--- src/rtl/torrence_params_pkg.sv ---
// torrence_params: shared types for the memory-side blocks.
//   memory_operation_e      - LOAD / STORE opcode carried on every memory port
//   memory_operation_size_e - access width (BYTE / HALF / WORD)
//   arb_state_e             - mem_arbiter FSM states
//   arb_policy_e            - mem_arbiter grant policy selector
package torrence_params;

    typedef enum logic {
        LOAD  = 1'b0,
        STORE = 1'b1
    } memory_operation_e;

    typedef enum logic [1:0] {
        BYTE = 2'd0,
        HALF = 2'd1,
        WORD = 2'd2
    } memory_operation_size_e;

    typedef enum logic [1:0] {
        IDLE    = 2'd0,
        BUSY    = 2'd1,
        RELEASE = 2'd2
    } arb_state_e;

    typedef enum logic {
        ARB_ROUND_ROBIN = 1'b0,
        ARB_FIXED_PRIO  = 1'b1
    } arb_policy_e;

endpackage

--- src/rtl/mem_arbiter_sat_counter.sv ---
// sat_counter: W-bit up-counter that sticks at all-ones.
//   clk   - clock
//   rst_n - asynchronous active-low reset, clears count
//   inc   - count one event this cycle
//   count - current value
module sat_counter #(
    parameter int unsigned W = 32
) (
    input  logic         clk,
    input  logic         rst_n,
    input  logic         inc,
    output logic [W-1:0] count
);

    always_ff @(posedge clk or negedge rst_n) begin
        if (!rst_n) begin
            count <= '0;
        end else if (inc && (count != '1)) begin
            count <= count + W'(1);
        end
    end

endmodule

--- src/rtl/mem_arbiter.sv ---
// mem_arbiter: shares one backing-memory port between the I-cache (port 0)
// and the D-cache (port 1). One transaction is in flight at a time; grant
// policy is round-robin or fixed priority to port 1.
//   clk, rst_n        - clock, asynchronous active-low reset
//   req_valid/op/size/addr/wdata - per-port requests, held until fulfilled
//   req_rdata         - downstream load data, broadcast to both ports
//   req_fulfilled     - one-cycle done pulse to the owning port
//   mem_*             - downstream request / response
//   grant_cnt         - per-port completed-transaction counters (saturating)
//   contend_cnt       - IDLE cycles with both ports requesting (saturating)
module mem_arbiter
    import torrence_params::*;
#(
    parameter int unsigned XLEN   = 32,
    parameter arb_policy_e POLICY = ARB_ROUND_ROBIN,
    parameter int unsigned CNT_W  = 32
) (
    input  logic                      clk,
    input  logic                      rst_n,
    input  logic [1:0]                req_valid,
    input  logic [1:0]                req_op,
    input  logic [1:0][1:0]           req_size,
    input  logic [1:0][XLEN-1:0]      req_addr,
    input  logic [1:0][XLEN-1:0]      req_wdata,
    output logic [1:0][XLEN-1:0]      req_rdata,
    output logic [1:0]                req_fulfilled,
    output logic                      mem_valid,
    output logic                      mem_op,
    output logic [1:0]                mem_size,
    output logic [XLEN-1:0]           mem_addr,
    output logic [XLEN-1:0]           mem_wdata,
    input  logic [XLEN-1:0]           mem_rdata,
    input  logic                      mem_fulfilled,
    output logic [1:0][CNT_W-1:0]     grant_cnt,
    output logic [CNT_W-1:0]          contend_cnt
);

    arb_state_e state_q, state_d;
    logic       owner_q, owner_d;
    logic       last_q, last_d;
    logic       winner;
    logic [1:0] grant_inc;
    logic       contend_inc;

    // Round-robin: on contention the port that did not finish last wins;
    // a lone requester always wins regardless of policy.
    always_comb begin
        if (POLICY == ARB_FIXED_PRIO) begin
            winner = req_valid[1];
        end else if (req_valid == 2'b11) begin
            winner = ~last_q;
        end else begin
            winner = req_valid[1];
        end
    end

    always_comb begin
        state_d       = state_q;
        owner_d       = owner_q;
        last_d        = last_q;
        mem_valid     = 1'b0;
        mem_op        = 1'b0;
        mem_size      = '0;
        mem_addr      = '0;
        mem_wdata     = '0;
        req_fulfilled = '0;
        grant_inc     = '0;
        contend_inc   = 1'b0;
        case (state_q)
            IDLE: begin
                contend_inc = &req_valid;
                if (|req_valid) begin
                    owner_d = winner;
                    state_d = BUSY;
                end
            end
            BUSY: begin
                mem_valid = 1'b1;
                mem_op    = req_op[owner_q];
                mem_size  = req_size[owner_q];
                mem_addr  = req_addr[owner_q];
                mem_wdata = req_wdata[owner_q];
                if (mem_fulfilled) begin
                    req_fulfilled[owner_q] = 1'b1;
                    grant_inc[owner_q]     = 1'b1;
                    last_d                 = owner_q;
                    state_d                = RELEASE;
                end
            end
            // One dead cycle lets the owner drop valid before re-arbitration.
            RELEASE: begin
                state_d = IDLE;
            end
            default: begin
                state_d = IDLE;
            end
        endcase
    end

    always_ff @(posedge clk or negedge rst_n) begin
        if (!rst_n) begin
            state_q <= IDLE;
            owner_q <= 1'b0;
            last_q  <= 1'b1;
        end else begin
            state_q <= state_d;
            owner_q <= owner_d;
            last_q  <= last_d;
        end
    end

    assign req_rdata = {2{mem_rdata}};

    for (genvar i = 0; i < 2; i++) begin : g_grant_cnt
        sat_counter #(.W(CNT_W)) u_grant_cnt (
            .clk   (clk),
            .rst_n (rst_n),
            .inc   (grant_inc[i]),
            .count (grant_cnt[i])
        );
    end

    sat_counter #(.W(CNT_W)) u_contend_cnt (
        .clk   (clk),
        .rst_n (rst_n),
        .inc   (contend_inc),
        .count (contend_cnt)
    );

    // The owner must keep its request up for the whole transaction.
    owner_holds_valid: assert property (
        @(posedge clk) disable iff (!rst_n)
        (state_q == BUSY) |-> req_valid[owner_q]
    );

endmodule

--- config.mk ---
export PLATFORM = sky130hd
export DESIGN_NAME = mem_arbiter
export DESIGN_NICKNAME = d
export VERILOG_FILES = /design/src/rtl/torrence_params_pkg.sv /design/src/rtl/mem_arbiter_sat_counter.sv /design/src/rtl/mem_arbiter.sv
export SDC_FILE = /design/constraint.sdc
export NUM_CORES = 1
export LEC_CHECK = 0
export ABC_CLOCK_PERIOD_IN_PS = 5100
export BUFFER_PORTS_ARGS = -buffer_cell sky130_fd_sc_hd__buf_2
export CORE_AREA = 2 2 155 157
export CTS_CLUSTER_DIAMETER = 80
export DETAILED_ROUTE_END_ITERATION = 8
export DIE_AREA = 0 0 157 159
export GPL_ROUTABILITY_DRIVEN = 0
export PLACE_DENSITY_LB_ADDON = 0.05
export SLEW_MARGIN = 40
export SYNTH_ARGS = -nofsm -noshare
export SYNTH_HDL_FRONTEND = slang
export SYNTH_SLANG_ARGS = --single-unit
--- constraint.sdc ---
create_clock -name clk -period 5.1 [get_ports clk]
set_input_delay 0.255 -clock clk [delete_from_list [all_inputs] [get_ports clk]]
set_output_delay 0.255 -clock clk [all_outputs]
set_load 0.005 [all_outputs]
=== After elaboration in Yosys (flattened, before gate mapping) ===
Index checks and enable logic that the tools add are counted.

* Add/subtract/negate cells: 3
* $mul: 0
* Divide/modulo/power cells: 0
* Order comparisons: 2
* Equal/unequal tests: 7
* Shift operators: 0
* Muxes and demuxes: 22
* Bitwise logic cells: 1
* Reduce and logical (&&, ||, !) cells: 10

{| class="wikitable"
|+ Operators by type and width
! operator !! number
|-
| 32-bit two-way mux || 6
|-
| 32-bit by 1-bit adder with 32-bit output, second input constant || 3
|-
| 32-bit != test, second input constant || 3
|-
| 2-bit two-way mux || 7
|-
| 2-bit AND reduction || 4
|-
| 1-bit two-way mux || 7
|-
| 1-bit logical AND || 4
|-
| 2-bit != test, second input constant || 2
|-
| 2-bit one-hot mux with 2 select lines || 1
|-
| 2-bit by 1-bit == test with 1-bit output, second input constant || 1
|-
| 2-bit == test, second input constant || 1
|-
| 2-bit zero test || 1
|-
| 1-bit by 2-bit less-than comparator with 1-bit output, second input constant || 1
|-
| 2-bit OR reduction || 1
|-
| 1-bit demux with 1-bit select || 1
|-
| 1-bit >= comparator, second input constant || 1
|-
| 1-bit NOT || 1
|}

* Register bits: 100
* Bits in latches: 0
* Bits in writable memories: 0
* Memory bits (read-only): 0
* Input port bits: 171
* Output and inout port bits: 230
* Word-level logic and storage cells: 51
* Memories: 0

=== Depth between registers and ports, before layout ===
Gate-level depths: netlist (run 1).

* Word-level depth: 7
* Depth in mapped cells: 7
* Mapped depth without buffers: 6

=== By module ===
A second synthesis (run 1) with hierarchy kept.

* Cells, all modules: 685
* Area, all modules: 6665.1 um^2

{| class="wikitable"
|+ Modules (own cells, without submodules)
! module !! times used !! cells each !! area an instance (um^2) !! seq. area each (um^2)
|-
| sat_counter || 3 || 151 || 1624.1 || 800.8
|-
| mem_arbiter || 1 || 232 || 1793.0 || 101.3
|}

=== Worst setup path after synthesis (run 1) ===
OpenSTA, ideal clock, no wires.

* Path type: register -> register
* Start: reg u_contend_cnt.count[0]
* End: reg u_contend_cnt.count[17]
* Setup time: 80 ps
* Arrival time: 2001 ps
* Data required time: 5020 ps
* Setup slack: 3019 ps
* Stages on the path, launching flop included: 8
* Buffers on the path: 1
* Period minus slack after synthesis: 2081 ps
* Cells stage by stage: dfrtp_1 > ha_1 > nand4_1 > nor4_1 > a31oi_1 > buf_2 > nand4_1 > xnor2_1

* Longest elaborated chain between the ends: 2
* Elaborated cells between the ends (all ways): 3
* Classes of those cells: add/sub: 1; eq/ne: 1; reduce/logical: 1

{| class="wikitable"
|+ Ends and longest elaborated chain
! item !! line !! RTL
|-
| start, declared || mem_arbiter_sat_counter.sv:12 || <nowiki>output logic [W-1:0] count</nowiki>
|-
| start signal, assigned || mem_arbiter_sat_counter.sv:19 || <nowiki>count <= count + W'(1);</nowiki>
|-
| parallel branches: the longest is 2 deep, another holds 32-bit by 1-bit adder with 32-bit output || -- ||
|}

Parallel ways; which one is timed is not known.
A chain may end at the register's enable or synchronous reset.

=== Worst setup path in the final report (run 1) ===
* Start: reg owner_q
* End: reg g_grant_cnt[0].u_grant_cnt.count[30]

* Longest elaborated chain between the ends: 7
* Elaborated cells between the ends (all ways): 8
* Classes of those cells: order compare: 2; mux: 4; reduce/logical: 2

{| class="wikitable"
|+ Ends and longest elaborated chain
! item !! line !! RTL
|-
| start, declared || mem_arbiter.sv:39 || <nowiki>logic owner_q, owner_d;</nowiki>
|-
| start signal, assigned || mem_arbiter.sv:107 || <nowiki>owner_q <= owner_d;</nowiki>
|-
| 1-bit by 2-bit less-than comparator with 1-bit output (not written as such) or 1-bit >= comparator (tied branches) || mem_arbiter.sv:85 || <nowiki>grant_inc[owner_q] = 1'b1;</nowiki>
|-
| 1-bit logical AND (not written as such) || mem_arbiter.sv:85 ||
|-
| 1-bit two-way mux (not written as such) || mem_arbiter.sv:85 ||
|-
| 1-bit demux with 1-bit select (*) || mem_arbiter.sv:85 ||
|-
| 2-bit two-way mux (*) || mem_arbiter.sv:83 || <nowiki>if (mem_fulfilled) begin</nowiki>
|-
| 2-bit two-way mux (*) || mem_arbiter.sv:69 || <nowiki>case (state_q)</nowiki>
|-
| 1-bit logical AND (*) || mem_arbiter_sat_counter.sv:18 || <nowiki>end else if (inc && (count != '1)) begin</nowiki>
|-
| end signal, assigned || mem_arbiter_sat_counter.sv:19 ||
|-
| end, declared || mem_arbiter_sat_counter.sv:12 ||
|}

Mark *: on every way between the ends. The rest lies on a longest branch, timed or not.

==> results of run 1 <==
[stage by stage]
stage	instance area, um2	instances
after floorplan	6370	682
after global placement	7730	1217
after detailed placement	7740	1218
after CTS	8040	1234
after global routing	8050	1234
final	8070	1244
[repair_timing]
action	CTS	global route
setup buffers	0	0
endpoints found under the hold margin	45	0
hold buffers	1	0
[layout make-up]
type | count | area [um2] | area share [%]
diodes | 10 | 25.0 | 0.310
clock buffers | 10 | 229 | 2.84
clock inverters | 5 | 62.6 | 0.775
inverters | 9 | 33.8 | 0.419
multi-input cells | 481 | 3240 | 40.2
flip-flops and latches | 100 | 2510 | 31.1
well taps | 319 | 399 | 4.95
repair buffers | 310 | 1570 | 19.5
[layout by cell type (no fill, tap or decap), drive strengths merged, types with 3 or more instances in the layout]
cell type | Yosys | layout
nand4bb | 3 | 3
and2 | 4 | 4
nor4 | 13 | 13
mux2 | 3 | 3
diode | 0 | 10
ha | 3 | 3
nor3b | 7 | 7
a211oi | 3 | 3
nor2 | 96 | 96
dfrtp | 99 | 99
mux2i | 67 | 67
and4 | 11 | 11
clkbuf | 16 | 10
and3 | 19 | 19
a21oi | 3 | 3
xor2 | 43 | 43
a31oi | 3 | 3
inv | 8 | 9
xnor2 | 48 | 48
nand4 | 43 | 43
buf | 76 | 309
nor3 | 19 | 19
nand3 | 35 | 35
nand2 | 40 | 40
[flip-flops by register name, indices dropped and copies added, names as in the netlist]
signal                         count
state_q                            2
u_contend_cnt.count               32
g_grant_cnt.u_grant_cnt.count     64
last_q                             1
owner_q                            1
[cells in the mapped netlist, drive strengths merged (2+ instances only)]
cell     number  share of area [%]
a211oi        3               0.35
a21oi         3               0.24
a31oi         3               0.29
and2          4               0.39
and3         19                1.9
and4         11                1.5
buf          76                8.5
clkbuf       16               0.94
dfrtp        99                 39
ha            3               0.59
inv           8               0.47
mux2          3               0.59
mux2i        67                 11
nand2        40                2.4
nand2b        2               0.20
nand3        35                2.7
nand4        43                4.3
nand4b        2               0.27
nand4bb       3               0.53
nor2         96                5.7
nor3         19                1.6
nor3b         7               0.82
nor4         13                1.5
o21a          2               0.24
o311ai        2               0.39
or3           2               0.20
xnor2        48                6.6
xor2         43                5.9
[how the worst max path moves through the flow]
stage,startpoint,to,cells after the start,slack (ns)
after floorplan,u_contend_cnt.count[0],u_contend_cnt.count[17],7,3.02
after global placement,g_grant_cnt[1].u_grant_cnt.count[16],g_grant_cnt[1].u_grant_cnt.count[1],5,2.32
after detailed placement,owner_q,g_grant_cnt[0].u_grant_cnt.count[30],5,2.39
after CTS,owner_q,mem_wdata[1],4,2.29
after global routing,owner_q,g_grant_cnt[0].u_grant_cnt.count[30],5,2.12
final,owner_q,g_grant_cnt[0].u_grant_cnt.count[30],5,2.38
[routing by layer]
metal / share of wire, % / up-vias / global-route usage (%)
li1: - / 2795 / -
met1: 44 / 2667 / 25.3
met2: 42 / 228 / 27.7
met3: 12 / 40 / 10.0
met4: 1.2 / 16 / 3.88
met5: 0.36 / - / 0
[power by group through the flow]
| stage | Combinational, mW | Sequential, mW | Clock, mW |
|---|---|---|---|
| 6_report | 0.923 | 0.993 | 0.705 |
| 2_1_floorplan | 0.624 | 0.944 | 0 |
| 3_3_place_gp | 0.953 | 1.01 | 0 |
| 5_1_grt | 1.03 | 1.01 | 0.764 |
| 4_1_cts | 0.948 | 0.991 | 0.737 |
| 3_5_place_dp | 0.942 | 1.01 | 0 |
[worst max-delay path: stages (launching register included)]
cell	delay, ns
sky130_fd_sc_hd__dfrtp_4	0.65
sky130_fd_sc_hd__nand4bb_1	0.62
sky130_fd_sc_hd__nor3_1	0.61
sky130_fd_sc_hd__o31ai_1	0.30
sky130_fd_sc_hd__nor4_1	0.28
sky130_fd_sc_hd__xor2_1	0.18
[logic make-up (layout without fill, tap and decap cells)]
family,Yosys count,in the layout,synth area share (%)
simple gates,299,299,24.4
xor+xnor,91,91,12.5
buf+inv,101,334,9.99
other cells,0,10,0
fa+ha+maj,3,3,0.589
flops,100,100,39.3
compound gates,18,18,2.14
mux,70,70,11.1
==> impl_metrics.ini, run 1 <==
[clock_network]
resized_cells_post_cts = 0
cts-buffers-inserted = 9
worst_skew_pair.late_latency_ns = 0.35
cts_htree_levels = 3
cts.reportedPaths.clkPinSlew_ns = 0.07
numClockSinks = 100
clk_tree_root_cell = sky130_fd_sc_hd__clkbuf_16
clock_tree_from_tritoncts = done
cts_max_path_buffers = 2

[finish]
filler_cell_count = 2503
area_growth_syn_to_layout_pct = 26.6
final_core_util_pct = 34.8
final_nets = 1085
final_layout_size_suffix_gt1_share_pct = 36.8

[grt]
grt.overflow.total = 0
grt_usage_pct = 19.1
antenna_violations_before_repair = 21
grt_max_degree = 56
grt_first_pass_wirelength_um = 35400
first_global_vias = 5483

[power_and_ir_drop]
static-leakage-power_nw = 4.30
vdd_ir_drop_max_v = 0.000158
switching_fraction_pct = 35.5
pwr-share-seq_pct = 37.9
power.net_switching_uw = 930
design_power_total_mw = 2.62
pwr-share-clk_pct = 26.9
internal_power_mw = 1.69
p_per_area_nw_per_um2 = 325
combPwrFrac_pct = 35.2

[setup_path]
reg2reg_from = owner_q
crit_fanout = 24
critical_path_arrival_ns = 3.00
cp_data_required_time_ns = 5.38
crit-reg2reg-capture = g_grant_cnt[0].u_grant_cnt.count[30]
worst-r2r-setup-slack_ns = 2.38
timing.reg2reg.worst_path_depth = 5
setup.worst_path.class = reg -> reg
critical_path.endpoint_type = register
startpoint_type = register

[logic_synthesis]
synth_edf_count = 0
synth-seq-area-share_pct = 39.3
ys_dominant_reg_cell = sky130_fd_sc_hd__dfrtp_1
number_of_warning_messages_in_the_yosys_log = 0
postSynthRegisterBits = 100
postSynthNetCount = 856
netlist-cell-type-count = 47
ys_async_sr_fraction_pct = 100
post_synth_instance_area_um2 = 6370
syn_area_per_cell_um2 = 9.35
number_of_standard_cells_after_synthesis = 682

[sta]
hold_slack_ns = 0.113
tightest_slew_ns = 0.809
fin_setup_tns_ns = 0
maxSlewHeadroom_pct = 46.1
setup_slack_ns = 2.38
timing.final.hold_violations = 0
setup_viol = 0
final_critical_delay_including_setup_and_external_delays_ns = 2.72
rsz0062_at_grt = false
post-route-period-util_pct = 53.4
fmax_mhz = 367
drv_slew = 0
skew_ns = 0.0114

[routing]
antenna_left = 0
drt-total-wl_um = 24500
drt_iter0_drc = 352
vias = 5746
wl_per_cell_um = 19.7
detail_route.drc_violations = 0
first_pass_iters = 4
number_of_vias_per_cell_after_detailed_routing = 4.62

[floorplan]
design.core.area_um2 = 23200
fp.dieArea_um2 = 25000
chipHeight_um = 159
rows = 56
initial_core_util_pct = 27.5
dieWidth_um = 157
boundaryPins = 401

[place]
portBuffers = 304
detailedPlace.worstSlack_ns = 2.39
detailed_place_hpwl_um = 19600

[min_path]
hold_end = owner_q
hp-class = in -> reg
hold_path_depth = 2
hold_path.startpoint = req_valid[0]

[run]
drv.max_cap_violation_count = 0

[run_status]
status = complete, no violations
Power figures use the tool's default switching activity.
==> inputs of run 2 (changes only) <==
- ABC_CLOCK_PERIOD_IN_PS: 5100 -> 2840
- CORE_AREA: 2 2 155 157 -> 2 2 156 158
- DIE_AREA: 0 0 157 159 -> 0 0 158 160
- clock period: 5.1 -> 2.84 ns (I/O delays scaled with it)
==> impl_metrics.ini, run 2 (synthesis gave the netlist of run 1 again) <==
[min_path]
hold_end = owner_q
hold_path_depth = 2
hp-class = in -> reg
hold_path.startpoint = req_valid[0]

[floorplan]
chipHeight_um = 160
rows = 57
fp.dieArea_um2 = 25300
boundaryPins = 401
dieWidth_um = 158
design.core.area_um2 = 23800
initial_core_util_pct = 26.8

[clock_network]
numClockSinks = 100
worst_skew_pair.late_latency_ns = 0.36
cts-buffers-inserted = 9
cts.repair_timing.setup_buffer_count = 0
cts_max_path_buffers = 2
clk_tree_root_cell = sky130_fd_sc_hd__clkbuf_16
cts.reportedPaths.clkPinSlew_ns = 0.07
clock_tree_from_tritoncts = done
cts_htree_levels = 3
resized_cells_post_cts = 0

[grt]
grt_usage_pct = 19.9
grt_max_degree = 101
grt_first_pass_wirelength_um = 37100
first_global_vias = 5721
antenna_violations_before_repair = 25
grt.overflow.total = 0

[sta]
fin_setup_tns_ns = 0
setup_viol = 0
hold_slack_ns = 0.0248
timing.final.hold_violations = 0
fmax_mhz = 431
drv_slew = 0
maxSlewHeadroom_pct = 60.5
rsz0062_at_grt = false
tightest_slew_ns = 0.583
final_critical_delay_including_setup_and_external_delays_ns = 2.32
skew_ns = 0.0104
post-route-period-util_pct = 81.6

[finish]
final_common_cell = sky130_fd_sc_hd__buf_2
final_nets = 1093
reg.largest.list = g_grant_cnt.u_grant_cnt.count (64), u_contend_cnt.count (32), state_q (2)
layout.cells.most_common_list = sky130_fd_sc_hd__buf_2 (303), sky130_fd_sc_hd__dfrtp_1 (98), sky130_fd_sc_hd__nor2_1 (95)
regMostFlops = g_grant_cnt.u_grant_cnt.count
final_core_util_pct = 34.3
area_growth_syn_to_layout_pct = 28.1
filler_cell_count = 2630
largest_register_ffs = 64
final_layout_size_suffix_gt1_share_pct = 37.6

[routing]
drt-total-wl_um = 26000
antenna_left = 0
drt_iter0_drc = 344
detail_route.drc_violations = 0
number_of_vias_per_cell_after_detailed_routing = 4.66
wl_per_cell_um = 20.6
first_pass_iters = 4
vias = 5857

[setup_path]
cp_data_required_time_ns = 3.08
crit_fanout = 9
critical_path.endpoint_type = register
startpoint_type = register
crit-reg2reg-capture = g_grant_cnt[0].u_grant_cnt.count[1]
timing.reg2reg.worst_path_depth = 5
setup.worst_path.class = reg -> reg
worst-r2r-setup-slack_ns = 0.52
critical_path_arrival_ns = 2.56
reg2reg_from = g_grant_cnt[0].u_grant_cnt.count[11]

[run]
drv.max_cap_violation_count = 0

[power_and_ir_drop]
static-leakage-power_nw = 4.36
vdd_ir_drop_max_v = 0.000433
p_per_area_nw_per_um2 = 581

[place]
detailed_place_hpwl_um = 20800
portBuffers = 304

[run_status]
status = complete, no violations
[run 2: cell types whose count changed in the layout (fill, tap and decap cells not counted), sizes merged]
cell / before / now
buf: 309 / 317
clkinv: 2 / 6
clkinvlp: 2 / 0
bufinv: 1 / 0
clkbuf: 10 / 9
diode: 10 / 9
inv: 9 / 10
[run 2: power breakdown]
group,internal (mW),switching (mW)
logic,0.849,0.969
registers,1.55,0.164
clock network,0.610,0.611
total,3.00,1.74
[run 2: area by class of cell]
type | count | area [um2] | share of cell area (%)
antenna | 9 | 22.5 | 0.276
clock buffer | 9 | 225 | 2.76
clock inverter | 7 | 61.3 | 0.751
inverter | 9 | 33.8 | 0.414
multi-input combinational | 481 | 3240 | 39.7
sequential | 100 | 2510 | 30.7
tap | 324 | 405 | 4.96
timing repair buffer | 318 | 1670 | 20.4
[run 2: worst max path at each step]
| stage | depth (start not counted) | to | from |
|---|---|---|---|
| after floorplan | 7 | u_contend_cnt.count[17] | u_contend_cnt.count[0] |
| after global placement | 5 | g_grant_cnt[0].u_grant_cnt.count[1] | g_grant_cnt[0].u_grant_cnt.count[11] |
| after detailed placement | 5 | g_grant_cnt[0].u_grant_cnt.count[1] | g_grant_cnt[0].u_grant_cnt.count[11] |
| after CTS | 5 | g_grant_cnt[0].u_grant_cnt.count[1] | g_grant_cnt[0].u_grant_cnt.count[11] |
| after global routing | 5 | g_grant_cnt[0].u_grant_cnt.count[1] | g_grant_cnt[0].u_grant_cnt.count[11] |
| final | 5 | g_grant_cnt[0].u_grant_cnt.count[1] | g_grant_cnt[0].u_grant_cnt.count[11] |
[run 2: per-layer routing]
layer  share of wire (%)  wire length, um  track usage (%)
met3                  13             3360             10.0
met1                  44            11400             27.2
met2                  41            10700             28.4
met5                0.52              135                0
met4                 1.5              380             3.97
[run 2: timing repair]
action,4_1_cts,5_1_grt
hold endpoints to repair,99,0
endpoints found under the setup margin,0,0
hold buffers,1,0
[run 2: per-stage QoR]
step           std cells  instance area [um2]  total power [mW]  worst slack [ns]
2_1_floorplan        682                 6370              2.81             0.759
3_3_place_gp        1231                 7840              3.60             0.549
3_5_place_dp        1231                 7840              3.59             0.520
4_1_cts             1248                 8140              4.85             0.511
5_1_grt             1249                 8150              5.08             0.387
6_report            1257                 8170              4.75             0.522
[run 2: critical path, cell delays in order, from the launching register on]
cell                      delay [ns]
sky130_fd_sc_hd__dfrtp_1        0.46
sky130_fd_sc_hd__nand4_2        0.18
sky130_fd_sc_hd__or3_1          0.54
sky130_fd_sc_hd__nor4_4         0.61
sky130_fd_sc_hd__nor2_2         0.10
sky130_fd_sc_hd__mux2_4         0.31
